[src/rtl/seg7_pkg.sv]
// seg7_pkg: shared 7-segment definitions.
//   SEG_0..SEG_9, SEG_BLANK : 8-bit scan-bus patterns {blank, g..a}, active-high
//                              segments. The forward decoder uses the same table.
//   BCD_ERR                 : BCD value reported for an unrecognised pattern.
//   onehot0_index()         : position of the low bit in an active-low one-hot select.
package seg7_pkg;

  localparam logic [7:0] SEG_0     = 8'h3F;
  localparam logic [7:0] SEG_1     = 8'h06;
  localparam logic [7:0] SEG_2     = 8'h5B;
  localparam logic [7:0] SEG_3     = 8'h4F;
  localparam logic [7:0] SEG_4     = 8'h66;
  localparam logic [7:0] SEG_5     = 8'h6D;
  localparam logic [7:0] SEG_6     = 8'h7D;
  localparam logic [7:0] SEG_7     = 8'h07;
  localparam logic [7:0] SEG_8     = 8'h7F;
  localparam logic [7:0] SEG_9     = 8'h6F;
  localparam logic [7:0] SEG_BLANK = 8'h80;

  localparam logic [3:0] BCD_ERR   = 4'hF;

  // Select is padded to 8 bits with 1s by the caller. For a legal (single low
  // bit) select the result is the index of that bit.
  function automatic logic [2:0] onehot0_index(input logic [7:0] sel_n);
    logic [2:0] idx;
    idx = '0;
    for (int unsigned i = 0; i < 8; i++) begin
      if (!sel_n[i]) idx = 3'(i);
    end
    return idx;
  endfunction

endpackage

[src/rtl/seg7_pattern_to_bcd.sv]
// seg7_pattern_to_bcd: combinational inverse 7-segment decoder.
//   seg   in  8  {blank flag, segments g..a}
//   bcd   out 4  decoded digit (0 for blank, BCD_ERR for unknown patterns)
//   blank out 1  pattern is the blank code
//   err   out 1  pattern is not a digit and not blank
module seg7_pattern_to_bcd
  import seg7_pkg::*;
(
  input  logic [7:0] seg,
  output logic [3:0] bcd,
  output logic       blank,
  output logic       err
);

  always_comb begin
    bcd   = '0;
    blank = 1'b0;
    err   = 1'b0;
    case (seg)
      SEG_0:     bcd = 4'd0;
      SEG_1:     bcd = 4'd1;
      SEG_2:     bcd = 4'd2;
      SEG_3:     bcd = 4'd3;
      SEG_4:     bcd = 4'd4;
      SEG_5:     bcd = 4'd5;
      SEG_6:     bcd = 4'd6;
      SEG_7:     bcd = 4'd7;
      SEG_8:     bcd = 4'd8;
      SEG_9:     bcd = 4'd9;
      SEG_BLANK: blank = 1'b1;
      default: begin
        bcd = BCD_ERR;
        err = 1'b1;
      end
    endcase
  end

endmodule

[src/rtl/seven_segment_monitor.sv]
// seven_segment_monitor: passive observer of a multiplexed 7-segment scan bus.
// Recovers the BCD value shown on each digit and commits it once the
// {segments, select} sample has been stable for STABLE_CYCLES samples.
//   clk, rst_n   clock / asynchronous active-low reset
//   seg_in       {blank flag, segments g..a}
//   dig_sel_n    active-low one-hot digit select
//   bcd_out      last committed BCD per digit, digit i at [4i+3:4i]
//   blank_mask   digit last committed as blank
//   err_mask     digit last committed with an unrecognised pattern
//   upd_valid    one-cycle pulse per commit; upd_idx/upd_bcd describe it and
//                hold their value between commits
module seven_segment_monitor
  import seg7_pkg::*;
#(
  parameter int unsigned NUM_DIGITS    = 8,
  parameter int unsigned STABLE_CYCLES = 4
) (
  input  logic                    clk,
  input  logic                    rst_n,
  input  logic [7:0]              seg_in,
  input  logic [NUM_DIGITS-1:0]   dig_sel_n,
  output logic [4*NUM_DIGITS-1:0] bcd_out,
  output logic [NUM_DIGITS-1:0]   blank_mask,
  output logic [NUM_DIGITS-1:0]   err_mask,
  output logic                    upd_valid,
  output logic [2:0]              upd_idx,
  output logic [3:0]              upd_bcd
);

  logic [7:0]            seg_s1, seg_s2, prev_seg;
  logic [NUM_DIGITS-1:0] sel_s1, sel_s2, prev_sel;
  logic [7:0]            cnt, cnt_nxt;
  logic [7:0]            sel_pad;
  logic [2:0]            idx;
  logic                  legal, same, commit;
  logic [3:0]            dec_bcd;
  logic                  dec_blank, dec_err;

  seg7_pattern_to_bcd u_dec (
    .seg   (seg_s2),
    .bcd   (dec_bcd),
    .blank (dec_blank),
    .err   (dec_err)
  );

  // Two-stage synchroniser; reset value of all-zero select is illegal, so
  // nothing is counted until real samples arrive.
  always_ff @(posedge clk or negedge rst_n) begin
    if (!rst_n) begin
      seg_s1 <= '0;
      seg_s2 <= '0;
      sel_s1 <= '0;
      sel_s2 <= '0;
    end else begin
      seg_s1 <= seg_in;
      seg_s2 <= seg_s1;
      sel_s1 <= dig_sel_n;
      sel_s2 <= sel_s1;
    end
  end

  always_comb begin
    sel_pad                 = '1;
    sel_pad[NUM_DIGITS-1:0] = sel_s2;
    idx                     = onehot0_index(sel_pad);
    legal                   = ($countones(~sel_s2) == 1);
    same                    = (seg_s2 == prev_seg) && (sel_s2 == prev_sel);
    cnt_nxt                 = cnt;
    if (!legal)
      cnt_nxt = '0;
    else if (!same)
      cnt_nxt = 8'd1;
    else if (cnt < 8'(STABLE_CYCLES))
      cnt_nxt = cnt + 8'd1;
    // Saturation at STABLE_CYCLES guarantees a single commit per window.
    commit = legal && same && (cnt == 8'(STABLE_CYCLES - 1));
  end

  always_ff @(posedge clk or negedge rst_n) begin
    if (!rst_n) begin
      prev_seg <= '0;
      prev_sel <= '0;
      cnt      <= '0;
    end else begin
      prev_seg <= seg_s2;
      prev_sel <= sel_s2;
      cnt      <= cnt_nxt;
    end
  end

  always_ff @(posedge clk or negedge rst_n) begin
    if (!rst_n) begin
      bcd_out    <= '0;
      blank_mask <= '1;
      err_mask   <= '0;
      upd_valid  <= 1'b0;
      upd_idx    <= '0;
      upd_bcd    <= '0;
    end else begin
      upd_valid <= commit;
      if (commit) begin
        upd_idx <= idx;
        upd_bcd <= dec_bcd;
      end
      for (int unsigned i = 0; i < NUM_DIGITS; i++) begin
        if (commit && (idx == 3'(i))) begin
          bcd_out[4*i +: 4] <= dec_bcd;
          blank_mask[i]     <= dec_blank;
          err_mask[i]       <= dec_err;
        end
      end
    end
  end

endmodule

[config.mk]
export PLATFORM = sky130hd
export DESIGN_NAME = seven_segment_monitor
export DESIGN_NICKNAME = d
export VERILOG_FILES = /design/src/rtl/seg7_pkg.sv /design/src/rtl/seg7_pattern_to_bcd.sv /design/src/rtl/seven_segment_monitor.sv
export SDC_FILE = /design/constraint.sdc
export NUM_CORES = 1
export LEC_CHECK = 0
export CAP_MARGIN = 20
export CORE_MARGIN = 2
export CORE_UTILIZATION = 50
export CTS_BUF_LIST = sky130_fd_sc_hd__clkbuf_8
export DETAILED_ROUTE_END_ITERATION = 12
export DONT_BUFFER_PORTS = 1
export PLACE_DENSITY_LB_ADDON = 0.08
export SYNTH_ARGS = -nofsm -noshare
export SYNTH_HDL_FRONTEND = slang
export SYNTH_SLANG_ARGS = --single-unit
export TNS_END_PERCENT = 20
[constraint.sdc]
create_clock -name clk -period 5.7 [get_ports clk]
set_clock_uncertainty 0.05 [all_clocks]
set_input_delay 1.14 -clock clk [delete_from_list [all_inputs] [get_ports clk]]
set_output_delay 1.14 -clock clk [all_outputs]
set_load 0.05 [all_outputs]
==> impl_metrics.toml, run 1 <==
[global_route]
groute.layer.met2.usage = 0.2603
grtUsageMet1 = 0.2389
grt_pass1_wl_mm = 12.83
grt_max_degree = 113
gr-usage-met3 = 0.04438
antenna_found_initial = 0
grt-ovfl-total = 0
grt.busiest_layer = "met2"
track_usage = 0.1715
grt_pass1_vias = 2400

[synth]
synth_area_mm2 = 0.004404
synth_nets = 321
ys_warn_count = 0
ys_seq_area_frac = 0.6386
synth_edf_count = 0
synthArstFlopShare = 1.000
synth_cells = 295
ys_types = 44
ys_seq_elements = 112
synthFlopType = "dfrtp_1"
avgSynthCellArea_um2 = 14.93

[floorplanning]
ioPinCount = 74
start_util = 0.5100
dieHeight_um = 97.86
core-area_mm2 = 0.008636
die_area_mm2 = 0.009576
std_cell_rows = 34
die_w_um = 97.86

[pwr]
vdd_drop_max_mv = 0.1613
total_power_mw = 1.412
power.density_mw_per_mm2 = 298.1
p_leak_nw = 2.270

[placement]
dp_slack_ps = 1027
hpwl_mm = 5.248
placed_cells = 397
gp_congestion = 0.8542
numPortBuffers = 0
place_area_mm2 = 0.004516

[setup_path]
cpMostUsedCell = "fa_1"
worstSetupPathType = "reg -> reg"
slowest_stage = "or4_1"
path_max_fanout = 8
cp-end-kind = "flip-flop"
crit_buf_inv = 2
slowest_delay_ps = 730
r2r-start = "sel_pad[0]"
r2r_end = "bcd_out[24]"
cp_data_required_time_ps = 5920
path_cells = "fa_1, inv_1, fa_1, fa_1, ha_1, inv_1, fa_1, nand4b_1, o21ai_1, nand2_1, or4_1, mux2_4"
crit_path_start_kind = "flip-flop"
reg2reg_slack_ps = 1040
crit_family = "adder cells"
worstPathArrival_ps = 4880
r2r_cells = 12

[routing]
drc = 0
drt-wirelength-per-cell_um = 18.75
postRouteAntennaNets = 0
via_per_inst = 5.523
num_vias = 2281
dr.pass1.iters = 4
first_iter_violations = 69
wirelength_mm = 7.742

[clocking]
numCtsBuffers = 9
cts_root_buffer = "clkbuf_8"
cts.htree.levels = 3
cts_max_path_buffers = 2
cts_resized = 0
clkSinkCount = 112
clkTransAtPathRegs_ps = 110
cts_tree = "built"
cts-hold-fix-buffers = 0
cts_setup_buffers = 0
clk_latency_ps = 370

[layout]
syn2layout_area_growth_pct = 7.557
regMostFlops = "bcd_out"
largest_register_ff_count = 32
layout_commonest_cell = "dfrtp_1"
fin_nets = 326
diodes = 0
stdcell_area_mm2 = 0.004737
layout_common_cells = "dfrtp_1 (104), mux2_2 (46), xor2_1 (17)"
finish.utilization = 0.5485
instances_no_fill = 413
drive_gt1_frac = 0.2918

[sta]
worstMarginPinSlew_ps = 820.3
tns_ps = 0
min_period_ps = 4656
final-hold-violation-count = 0
layout_setup_ws_ps = 1044
timing.hold.ws_ps = 306.1
max_freq_mhz = 214.8
maxSlewViolCount = 0
relSlewSlack = 0.4495
rsz0062_at_grt = "no"
min_period_over_period = 0.8169
setup_viol = 0

[min_path]
hold_start = "seg_s1[4]"
hold_class = "reg -> reg"
min_to = "seg_s2[4]"
whs_path_depth = 0

[outcome]
outcome = "complete, no violations"

[run]
maxCapViolations = 0
==> layer usage <==
| metal | share of wire | vias up |
|---|---|---|
| met3 | 0.056 | 12 |
| met2 | 0.47 | 57 |
| met1 | 0.46 | 1154 |
| li1 | - | 1058 |
| met4 | 0.020 | 0 |
| met5 | 0 | - |
==> final cells by class <==
cell class              instances  area, um^2
clock buffers                  10       137.6
repair buffers                  1       7.507
multi-input cells             164        1515
flip-flops and latches        112        2813
fillers                       712        3899
inverters                      12       45.04
well taps                     108       135.1
clock inverters                 6       83.83
==> cell families (layout without fill, tap and decap cells) <==
family | count (synthesis) | count (layout) | share of synthesized area
compound gates | 23 | 23 | 0.03296
xor+xnor | 17 | 17 | 0.03381
fa+ha+maj | 8 | 8 | 0.02955
buf+inv | 19 | 29 | 0.01733
flops | 112 | 112 | 0.6386
mux | 54 | 54 | 0.1429
simple gates | 62 | 62 | 0.1048
==> where the power goes <==
part / leakage [nW] / internal, mW / total (mW) / switching [mW]
Combinational: 0.734 / 0.0310 / 0.0737 / 0.0426
Clock: 0.112 / 0.226 / 0.506 / 0.280
Sequential: 1.42 / 0.814 / 0.833 / 0.0185
==> cells in the mapped netlist (5+ instances only) <==
cell / n / area, um^2
dfrtp_1: 104 / 2603
mux2_2: 46 / 518.0
xor2_1: 17 / 148.9
inv_1: 12 / 45.04
nor2_1: 9 / 33.78
dfstp_2: 8 / 210.2
nand2_1: 7 / 26.28
a21oi_1: 6 / 30.03
and3_1: 6 / 37.54
mux2_4: 6 / 90.09
nand4b_1: 5 / 43.79
==> how the worst max path moves through the flow <==
stage / startpoint / end / slack, ps / depth (start not counted)
final: sel_pad[0] / bcd_out[24] / 1040 / 12
after global routing: sel_pad[1] / bcd_out[21] / 740 / 12
after CTS: sel_pad[0] / bcd_out[24] / 1020 / 12
after detailed placement: sel_pad[0] / bcd_out[24] / 1030 / 12
after global placement: sel_pad[0] / bcd_out[24] / 1200 / 12
after floorplan: sel_pad[0] / bcd_out[24] / 1460 / 13
Power figures use the tool's default switching activity.
==> run 2, diff against run 1 <==
Clock period 5.7 ns to 4.5 ns, I/O delays scaled along.
==> run 2 against run 1 <==
Effect of this change:
- non-clock buffer count is 7 higher
- maximum frequency is 9.7% higher
- sequential cell count stayed put
- clock power is 22% higher
- final cell count is 1.7% higher
- routed wire length is 0.43% higher
- via count is 2.8% higher
- largest power group unchanged
==> impl_metrics.toml, run 2 (synthesis gave the netlist of run 1 again) <==
[sta]
min_period_ps = 4245
max_freq_mhz = 235.6
worstMarginPinSlew_ps = 883.2
timing.hold.ws_ps = 159.8
min_period_over_period = 0.9433
relSlewSlack = 0.4073
setup_viol = 0
final-hold-violation-count = 0
maxSlewViolCount = 0

[floorplanning]
dieHeight_um = 97.86
ioPinCount = 74
die_w_um = 97.86
start_util = 0.5100
std_cell_rows = 34
core-area_mm2 = 0.008636
die_area_mm2 = 0.009576

[setup_path]
crit_path_start_kind = "flip-flop"
worstSetupPathType = "reg -> reg"
cp_data_required_time_ps = 4720
cp-end-kind = "flip-flop"
path_max_fanout = 6
worstPathArrival_ps = 4460

[placement]
gp_congestion = 0.8097
hpwl_mm = 5.184
numPortBuffers = 0

[layout]
syn2layout_area_growth_pct = 8.892
regMostFlops = "bcd_out"
largest_register_ff_count = 32
drive_gt1_frac = 0.3205
ff_latch_area_mm2 = 0.002813
diodes = 0
fin_nets = 333
layout_common_cells = "dfrtp_1 (104), mux2_2 (46), xor2_1 (17)"
fillers = 699
multi_input_area_mm2 = 0.001530
layout_commonest_cell = "dfrtp_1"

[routing]
drc = 0
via_per_inst = 5.581
postRouteAntennaNets = 0
first_iter_violations = 85
dr.pass1.iters = 4
num_vias = 2344
drt-wirelength-per-cell_um = 18.51
wirelength_mm = 7.775

[pwr]
vdd_drop_max_mv = 0.2033
p_leak_nw = 2.299
power.density_mw_per_mm2 = 369.9
total_power_mw = 1.774

[clocking]
clkSinkCount = 112
cts_tree = "built"
cts_root_buffer = "clkbuf_8"
clk_latency_ps = 370
cts_max_path_buffers = 2
clkTransAtPathRegs_ps = 100
numCtsBuffers = 9
cts.htree.levels = 3

[global_route]
grt_pass1_vias = 2387
grt-ovfl-total = 0
grt_pass1_wl_mm = 12.83
antenna_found_initial = 0
track_usage = 0.1728
grt_max_degree = 113

[run]
maxCapViolations = 0

[outcome]
outcome = "complete, no violations"

[min_path]
hold_class = "in -> async"
[run 2: path summary, 6_finish.rpt]
path / startpoint / end / slack (ps) / cells after the start
max in group asynchronous: rst_n / blank_mask[5] / 4020 / 0
min reg2reg: seg_s1[4] / seg_s2[4] / 310 / 0
max reg2reg: sel_pad[0] / err_mask[6] / 260 / 12
min: rst_n / cnt[6] / 160 / 0
min in group clk: seg_s1[4] / seg_s2[4] / 310 / 0
max: sel_pad[0] / err_mask[6] / 260 / 12
[run 2: cell type report]
cell class | count | area share
clock inverter | 7 | 0.01852
sequential | 112 | 0.5865
multi-input combinational | 164 | 0.3191
tap | 108 | 0.02818
inverter | 12 | 0.009392
clock buffer | 9 | 0.02583
timing repair buffer | 8 | 0.01252
[run 2: power by group]
group          internal, mW  switching, mW  total, mW
Combinational        0.0441         0.0585      0.103
Clock                 0.269          0.350      0.618
Sequential             1.03         0.0218       1.05
Total                  1.34          0.430       1.77
[run 2: metal layers]
layer | wire length [um] | up-vias | track usage
li1 | - | 1062 | -
met1 | 3655 | 1214 | 0.2534
met2 | 3612 | 61 | 0.2482
met3 | 431 | 7 | 0.06156
met4 | 75 | 0 | 0.04380
met5 | 0 | - | 0
[run 2: repair_timing]
action,4_1_cts,5_1_grt
hold buffers,0,0
setup buffers,0,1
endpoints found under the setup margin,0,29
resized for setup,0,4
endpoints found under the hold margin,0,0
[run 2: worst max-delay path, stage by stage, from the launching register on]
cell and delay (ps):
dfrtp_1 440, fa_1 540, inv_1 50, fa_1 450, fa_1 490, ha_1 160, inv_1 50, fa_1 490
nand4b_1 120, o21ai_1 270, nand2_1 110, or4_4 590, mux2_4 330
[run 2: stage by stage]
| stage | instances | TNS, ps | instance area [um^2] | utilization | setup slack, ps |
|---|---|---|---|---|---|
| final | 420 | 0 | 4796 | 0.5553 | 255.1 |
| after global routing | 420 | -6.690 | 4796 | 0.5553 | -6.298 |
| after CTS | 419 | 0 | 4773 | 0.5527 | 134.9 |
| after global placement | 403 | 0 | 4561 | 0.5281 | 242.4 |
| after detailed placement | 403 | 0 | 4561 | 0.5281 | 149.2 |
| after floorplan | 295 | 0 | 4404 | - | 255.3 |
